$ cat src/rtl/game_state_ctrl.sv
// Game-phase sequencer: one-hot phase flags plus lives, level and countdown bookkeeping.
// Events are captured into pending bits and acted on only at frame boundaries.
module game_state_ctrl #(
  parameter int unsigned LIVES_INIT      = 3,
  parameter int unsigned LEVELS          = 4,
  parameter int unsigned CONTINUE_FRAMES = 180,
  parameter int unsigned FINAL_FRAMES    = 300,
  localparam int unsigned MaxFrames = (CONTINUE_FRAMES > FINAL_FRAMES) ? CONTINUE_FRAMES
                                                                       : FINAL_FRAMES,
  localparam int unsigned LivesW = $clog2(LIVES_INIT + 1),
  localparam int unsigned LevelW = $clog2(LEVELS + 1),
  localparam int unsigned CountW = $clog2(MaxFrames + 1)
) (
  input  logic              clk_i,
  input  logic              rst_i,
  input  logic              frame_tick_i,
  input  logic              start_btn_i,
  input  logic              player_hit_i,
  input  logic              level_clear_i,
  output logic              is_menu_o,
  output logic              is_playing_o,
  output logic              is_continue_o,
  output logic              is_final_o,
  output logic [LivesW-1:0] lives_o,
  output logic [LevelW-1:0] level_o,
  output logic [CountW-1:0] countdown_o,
  output logic              game_won_o
);

  // One-hot encoding so each phase flag is a state register bit.
  typedef enum logic [3:0] {
    StMenu     = 4'b0001,
    StPlaying  = 4'b0010,
    StContinue = 4'b0100,
    StFinal    = 4'b1000
  } phase_e;

  localparam logic [LivesW-1:0] LivesInit  = LivesW'(LIVES_INIT);
  localparam logic [LivesW-1:0] LivesOne   = LivesW'(1);
  localparam logic [LevelW-1:0] LevelLast  = LevelW'(LEVELS - 1);
  localparam logic [CountW-1:0] CountCont  = CountW'(CONTINUE_FRAMES);
  localparam logic [CountW-1:0] CountFinal = CountW'(FINAL_FRAMES);
  localparam logic [CountW-1:0] CountOne   = CountW'(1);

  phase_e              phase_q;
  logic [LivesW-1:0]   lives_q;
  logic [LevelW-1:0]   level_q;
  logic [CountW-1:0]   count_q;
  logic                won_q;
  logic                start_prev_q;
  logic                start_pend_q;
  logic                hit_pend_q;
  logic                clr_pend_q;

  logic start_ev, hit_ev, clr_ev;
  logic start_now, hit_now, clr_now;

  // Qualified events: only those meaningful in the current phase are seen at all.
  assign start_ev = start_btn_i & ~start_prev_q & (phase_q != StPlaying);
  assign hit_ev   = player_hit_i & (phase_q == StPlaying);
  assign clr_ev   = level_clear_i & (phase_q == StPlaying);

  // An event arriving together with the tick counts for that tick.
  assign start_now = start_pend_q | start_ev;
  assign hit_now   = hit_pend_q | hit_ev;
  assign clr_now   = clr_pend_q | clr_ev;

  always_ff @(posedge clk_i or posedge rst_i) begin
    if (rst_i) begin
      phase_q      <= StMenu;
      lives_q      <= '0;
      level_q      <= '0;
      count_q      <= '0;
      won_q        <= 1'b0;
      start_prev_q <= 1'b1;
      start_pend_q <= 1'b0;
      hit_pend_q   <= 1'b0;
      clr_pend_q   <= 1'b0;
    end else begin
      start_prev_q <= start_btn_i;
      if (frame_tick_i) begin
        // Every tick consumes the pending bits, which also clears them on any phase entry.
        start_pend_q <= 1'b0;
        hit_pend_q   <= 1'b0;
        clr_pend_q   <= 1'b0;
        case (phase_q)
          StMenu: begin
            if (start_now) begin
              phase_q <= StPlaying;
              lives_q <= LivesInit;
              level_q <= '0;
              won_q   <= 1'b0;
            end
          end
          StPlaying: begin
            if (hit_now) begin
              if (lives_q <= LivesOne) begin
                phase_q <= StFinal;
                lives_q <= '0;
                won_q   <= 1'b0;
                count_q <= CountFinal;
              end else begin
                phase_q <= StContinue;
                lives_q <= lives_q - LivesOne;
                count_q <= CountCont;
              end
            end else if (clr_now) begin
              if (level_q >= LevelLast) begin
                phase_q <= StFinal;
                won_q   <= 1'b1;
                count_q <= CountFinal;
              end else begin
                phase_q <= StContinue;
                level_q <= level_q + LevelW'(1);
                count_q <= CountCont;
              end
            end
          end
          StContinue: begin
            if (start_now || count_q <= CountOne) begin
              phase_q <= StPlaying;
              count_q <= '0;
            end else begin
              count_q <= count_q - CountOne;
            end
          end
          StFinal: begin
            if (start_now || count_q <= CountOne) begin
              phase_q <= StMenu;
              count_q <= '0;
            end else begin
              count_q <= count_q - CountOne;
            end
          end
          default: phase_q <= StMenu;
        endcase
      end else begin
        if (start_ev) start_pend_q <= 1'b1;
        if (hit_ev)   hit_pend_q   <= 1'b1;
        if (clr_ev)   clr_pend_q   <= 1'b1;
      end
    end
  end

  assign is_menu_o     = phase_q[0];
  assign is_playing_o  = phase_q[1];
  assign is_continue_o = phase_q[2];
  assign is_final_o    = phase_q[3];
  assign lives_o       = lives_q;
  assign level_o       = level_q;
  assign countdown_o   = count_q;
  assign game_won_o    = won_q;

endmodule

$ cat config.mk
export PLATFORM = sky130hd
export DESIGN_NAME = game_state_ctrl
export DESIGN_NICKNAME = d
export VERILOG_FILES = /design/src/rtl/game_state_ctrl.sv
export SDC_FILE = /design/constraint.sdc
export NUM_CORES = 1
export LEC_CHECK = 0
export ABC_CLOCK_PERIOD_IN_PS = 5240
export BUFFER_PORTS_ARGS = -buffer_cell sky130_fd_sc_hd__buf_2
export CAP_MARGIN = 0
export CORE_UTILIZATION = 58
export DETAILED_ROUTE_END_ITERATION = 10
export GPL_TIMING_DRIVEN = 0
export PLACE_DENSITY = 0.82
export SLEW_MARGIN = 20
export SYNTH_ARGS = -nofsm -noshare
export SYNTH_HDL_FRONTEND = slang
export SYNTH_SLANG_ARGS = --single-unit
$ cat constraint.sdc
create_clock -name clk_i -period 5.24 [get_ports clk_i]
set_clock_uncertainty 0.15 [all_clocks]
set_input_delay 0.524 -clock clk_i [delete_from_list [all_inputs] [get_ports clk_i]]
set_output_delay 0.524 -clock clk_i [all_outputs]
set_load 0.005 [all_outputs]
* Word level (Yosys, flattened, before mapping) *
Index checks and enable logic that the tools add are counted.

storage, ports and cells
  output and inout port bits = 19
  logic and storage cells = 85
  bits in registers = 23
  input bits = 6

operators by class
  magnitude comparators = 3
  mux-type cells = 35
  $add $sub $neg = 3
  equal/unequal tests = 15
  reduce and logical (&&, ||, !) cells = 12
  bitwise gates (word level) = 8

operators with widths
  operator                                                count
  two-way mux 9 bit                                       5
  two-way mux 4 bit                                       7
  one-hot mux 9 bit (2 select lines)                      1
  one-hot mux 4 bit (4 select lines)                      1
  inequality test 2 bit (second input constant)           7
  two-way mux 3 bit                                       4
  AND reduction 6 bit                                     2
  two-way mux 1 bit                                       11
  nonzero test 2 bit                                      5
  <= comparator 9 x 1 -> 1 bit (second input constant)    1
  subtractor 9 x 1 -> 9 bit (second input constant)       1
  two-way mux 2 bit                                       3
  inequality test 3 x 2 -> 1 bit (second input constant)  2
  one-hot mux 3 bit (2 select lines)                      1
  AND reduction 5 bit                                     1
  bitwise AND 1 bit                                       4
  == test 4 x 1 -> 1 bit (second input constant)          1
  == test 4 x 2 -> 1 bit (second input constant)          1
  == test 4 x 3 -> 1 bit (second input constant)          1
  == test 4 bit (second input constant)                   1
  inequality test 4 x 2 -> 1 bit (second input constant)  1
  one-hot mux 2 bit (2 select lines)                      1
  AND reduction 4 bit                                     1
  adder 3 x 1 -> 3 bit (second input constant)            1
  10 further kinds                                        12

* Logic depth before layout (Yosys ltp) *
  depth after elaboration = 7
  gate-level depth with buffers = 6
  depth with buffers taken out = 6

* Least setup slack after synthesis *
No wires, ideal clock.

  path type = reg-to-reg
  from = register phase_q[2]
  to = register level_q[0] (netlist: level_o[0])
  cell stages (with the launch flop) = 7
  library setup time = 0.128 ns
  clock period less this slack = 2.123 ns
  data required time = 4.962 ns
  setup slack = 3.117 ns
  path buffers = 2
  arrival time = 1.846 ns
  cell sequence = dfrtp_1 > buf_6 > or4b_4 > buf_6 > nor4_4 > o21ai_2 > mux2_1

on the way
  cells in the longest elaborated chain, start to end = 5
  elaborated cells between the ends (all ways) = 16
  those cells by class = eq/ne (7); mux (1); bitwise (6); reduce/logical (2)

ends and longest elaborated chain
  item                                                                      line        RTL
  start, declared                                                           45          phase_e phase_q;
  start signal, assigned                                                    70          phase_q <= StMenu;
  start signal, assigned                                                    89          phase_q <= StPlaying;
  start signal, assigned                                                    98          phase_q <= StFinal;
  == test 4 x 2 -> 1 bit or inequality test 4 x 2 -> 1 bit (tied branches)  n/a
  bitwise AND 1 bit (on tied branches)                                      61, 59, 60
  OR 1 bit (on tied branches)                                               66, 64, 65
  inequality test 2 bit (no source line)                                    n/a
  AND reduction 6 bit (no source line)                                      n/a
  end signal, assigned                                                      114         level_q <= level_q + LevelW'(1);
  end, declared                                                             47          logic [LevelW-1:0] level_q;

Parallel ways exist; a longest one is shown, timed or not.
A chain may end at the register's enable or synchronous reset.

* Final worst setup path *
  from = register phase_q[2]
  to = register phase_q[3]

on the way
  cells in the longest elaborated chain, start to end = 6
  elaborated cells between the ends (all ways) = 19
  those cells by class = eq/ne (9); mux (2); bitwise (6); reduce/logical (2)

ends and longest elaborated chain
  item                                    line      RTL
  inequality test 4 x 2 -> 1 bit          59        assign start_ev = start_btn_i & ~start_prev_q & (phase_q != StPlaying);
  bitwise AND 1 bit                       59
  OR 1 bit                                64        assign start_now = start_pend_q | start_ev;
  logical OR 1 bit                        120, 128
  inequality test 2 bit (no source line)  n/a
  AND reduction 5 bit (no source line)    n/a

Parallel ways exist; a longest one is shown, timed or not.

==> results.yml <==
status:
  status: "finished, final reports clean"
drt:
  first_pass_iters: 4
  avgRoutedWirePerCell_um: 15.4
  drt-total-wl_mm: 3.13
  drtIter0Drc: 32
  drc: 0
  vias_per_cell: 6.43
  final_antenna_net_count: 0
  num_vias: 1306
power_and_ir_drop:
  p_seq_share_pct: 45.2
  power.share.clock_pct: 12.1
  p_per_area_nw_per_um2: 427
  ir_drop_v: 0.000318
  p_leak_nw: 0.756
  combPwrFrac_pct: 42.8
  p_int_w: 0.000404
  p_sw_share_pct: 41.1
  switchingPower_w: 0.000282
clock_tree:
  cts_post_setup_buffers_inserted: 0
  cts_root_buf: "clkbuf_4"
  path_clk_slew_ns: 0.13
  cts_resized: 0
  cts.path.max_buffers: 2
  cts_tree: "done"
  cts_hold_buf: 0
  cts.sinks: 23
  htree_levels: 1
  numCtsBuffers: 3
  clock_latency_ns: 0.31
synthesis:
  yosysMostFrequentCell: "dfrtp_1"
  synth_cells: 148
  synthArstFlopShare_pct: 100
  yosys-top-cells-area: "dfrtp_1, inv_1, dfstp_2, ha_1, a211oi_1"
  ys_seq_elements: 23
  yosysTopAreaCell: "dfrtp_1"
  syn-cell-area_um2: 1430
  synth_top_area_share_pct: 36.7
  syn_nets: 158
  yosysUniqueCellTypes: 51
  synthTopCellsByCount: "dfrtp_1, inv_1, nor2_1, a21oi_1, o21ai_0"
  synth-edff-count: 0
  seq_area_frac_synth_pct: 40.4
  syn_area_per_cell_um2: 9.67
  ys.warnings.count: 0
  synth_ff_type: "dfrtp_1"
grt:
  antenna_found_initial: 0
  track_usage_pct: 27.1
  grt_pass1_wl_mm: 5.35
  grt_max_degree: 24
  grt_pass1_vias: 1185
  grt_overflow_total: 0
placement:
  dp.final_hpwl_mm: 2.36
  pre_cts_slack_ns: 2.99
  place_congestion: 0.860
  place_area_um2: 1580
  numPortBuffers: 23
sta:
  timing.fmax_mhz: 421
  setup_violations: 0
  tightest_slew_ns: 0.830
  rsz0062_at_grt: "false"
  layout_setup_ws_ns: 2.87
  tns_ns: 0
  hold_viol: 0
  slew_headroom_pct: 44.6
  slew_violations: 0
  fin_crit_ns: 2.37
  finalCritPeriodShare_pct: 45.3
finish:
  nets: 186
  drive_gt1_share_pct: 22.3
  n_fill_cell: 184
  seqCellArea_um2: 578
  insertedDiodeCount: 0
  final_util_pct: 70.6
  multi_input_area_um2: 758
  final_area_um2: 1610
  area_growth_pct: 12.3
worst_setup_path:
  crit_required_ns: 5.33
  critPathArrivalTime_ns: 2.47
  cp_max_fo: 10
  path_class: "reg -> reg"
  cp_slowest_stage_delay_ns: 0.47
  r2r-start: "phase_q[2]"
  crit_path_start_kind: "flop"
  cp-end-kind: "flop"
  slowest_stage: "a211oi_1"
  cp_cell_sequence: "buf_6 -> nor4b_1 -> clkbuf_1 -> nand3_1 -> a211oi_1 -> o21bai_1"
  startpoint: "phase_q[2]"
floorplan:
  row_count: 17
  io_pins: 25
  dieWidth_um: 51.7
  die_h_um: 51.7
  dieArea_um2: 2670
  core-area_um2: 2280
  initial_core_util_pct: 62.9
min_path:
  hold_class: "in -> reg"
  hp-start: "start_btn_i"
job:
  max-cap-violations: 0
[power groups by stage]
stage                     sequential (W)   clock, W  combinational [W]
final                           0.000310  0.0000827           0.000293
after floorplan                 0.000303          0           0.000197
after detailed placement        0.000312          0           0.000291
after global placement          0.000304          0           0.000283
after CTS                       0.000308  0.0000838           0.000294
after global routing            0.000321  0.0000910           0.000327
[metal layers]
| metal | part of all wire, % | GRT usage, % |
|---|---|---|
| met1 | 47 | 38.2 |
| met5 | 0 | 0 |
| met4 | 1.1 | 9.91 |
| met3 | 5.5 | 4.39 |
| met2 | 47 | 42.0 |
[cell type report]
class / count / area share [%]
buffer: 5 / 2.18
clock buffer: 4 / 1.63
sequential: 23 / 36.0
tap: 28 / 2.18
inverter: 16 / 3.74
multi-input combinational: 104 / 47.2
timing repair buffer: 23 / 7.16
[metrics by stage]
stage          power [W]  hold WS (ns)  instances
6_report        0.000686         0.154        203
5_1_grt         0.000739         0.142        203
4_1_cts         0.000686         0.157        203
3_5_place_dp    0.000603         0.393        199
3_3_place_gp    0.000587         0.369        199
2_1_floorplan   0.000500         0.349        148
[critical path: cells and delay by family (launching register included)]
family | cells | cell delay (ns)
simple gates | 2 | 0.55
buf+inv | 2 | 0.55
compound gates | 2 | 0.65
flops | 1 | 0.41
[layout by cell type (no fill, tap or decap), types with 3 or more instances in the layout]
master / n
buf_2: 24
dfrtp_1: 21
inv_1: 16
nor2_1: 9
o21ai_0: 6
a21oi_1: 6
a211oi_1: 5
nand3_1: 4
nand2_1: 4
ha_1: 4
or3_1: 3
or4_1: 3
clkbuf_1: 3
nor3_1: 3
nor4_1: 3
o2111ai_1: 3
o221ai_1: 3
o211ai_1: 3
clkbuf_4: 3
[cell families after synthesis]
kind of cell	Yosys count	synth area share [%]
AO/OA/AOI/OAI	51	26.7
XOR/XNOR	4	2.45
adder cells (fa/ha/maj)	4	3.50
buffers and inverters	21	6.64
flip-flops	23	40.4
multiplexers	4	2.97
AND/OR/NAND/NOR	41	17.4
[final timing paths]
check	to	slack (ns)	depth (start not counted)
max	phase_q[3]	2.87	6
min	start_prev_q	0.15	1
max reg2reg	phase_q[3]	2.87	6
min reg2reg	level_o[2]	0.42	1
max in group asynchronous	phase_q[3]	4.22	2
min in group asynchronous	countdown_o[8]	0.20	2
[registers in the layout (all words and copies together), names as in the netlist]
signal / flops
phase_q: 4
start_pend_q: 1
start_prev_q: 1
lives_o: 2
level_o: 3
countdown_o: 9
hit_pend_q: 1
game_won_o: 1
clr_pend_q: 1
(Power assumes the default switching activity.)
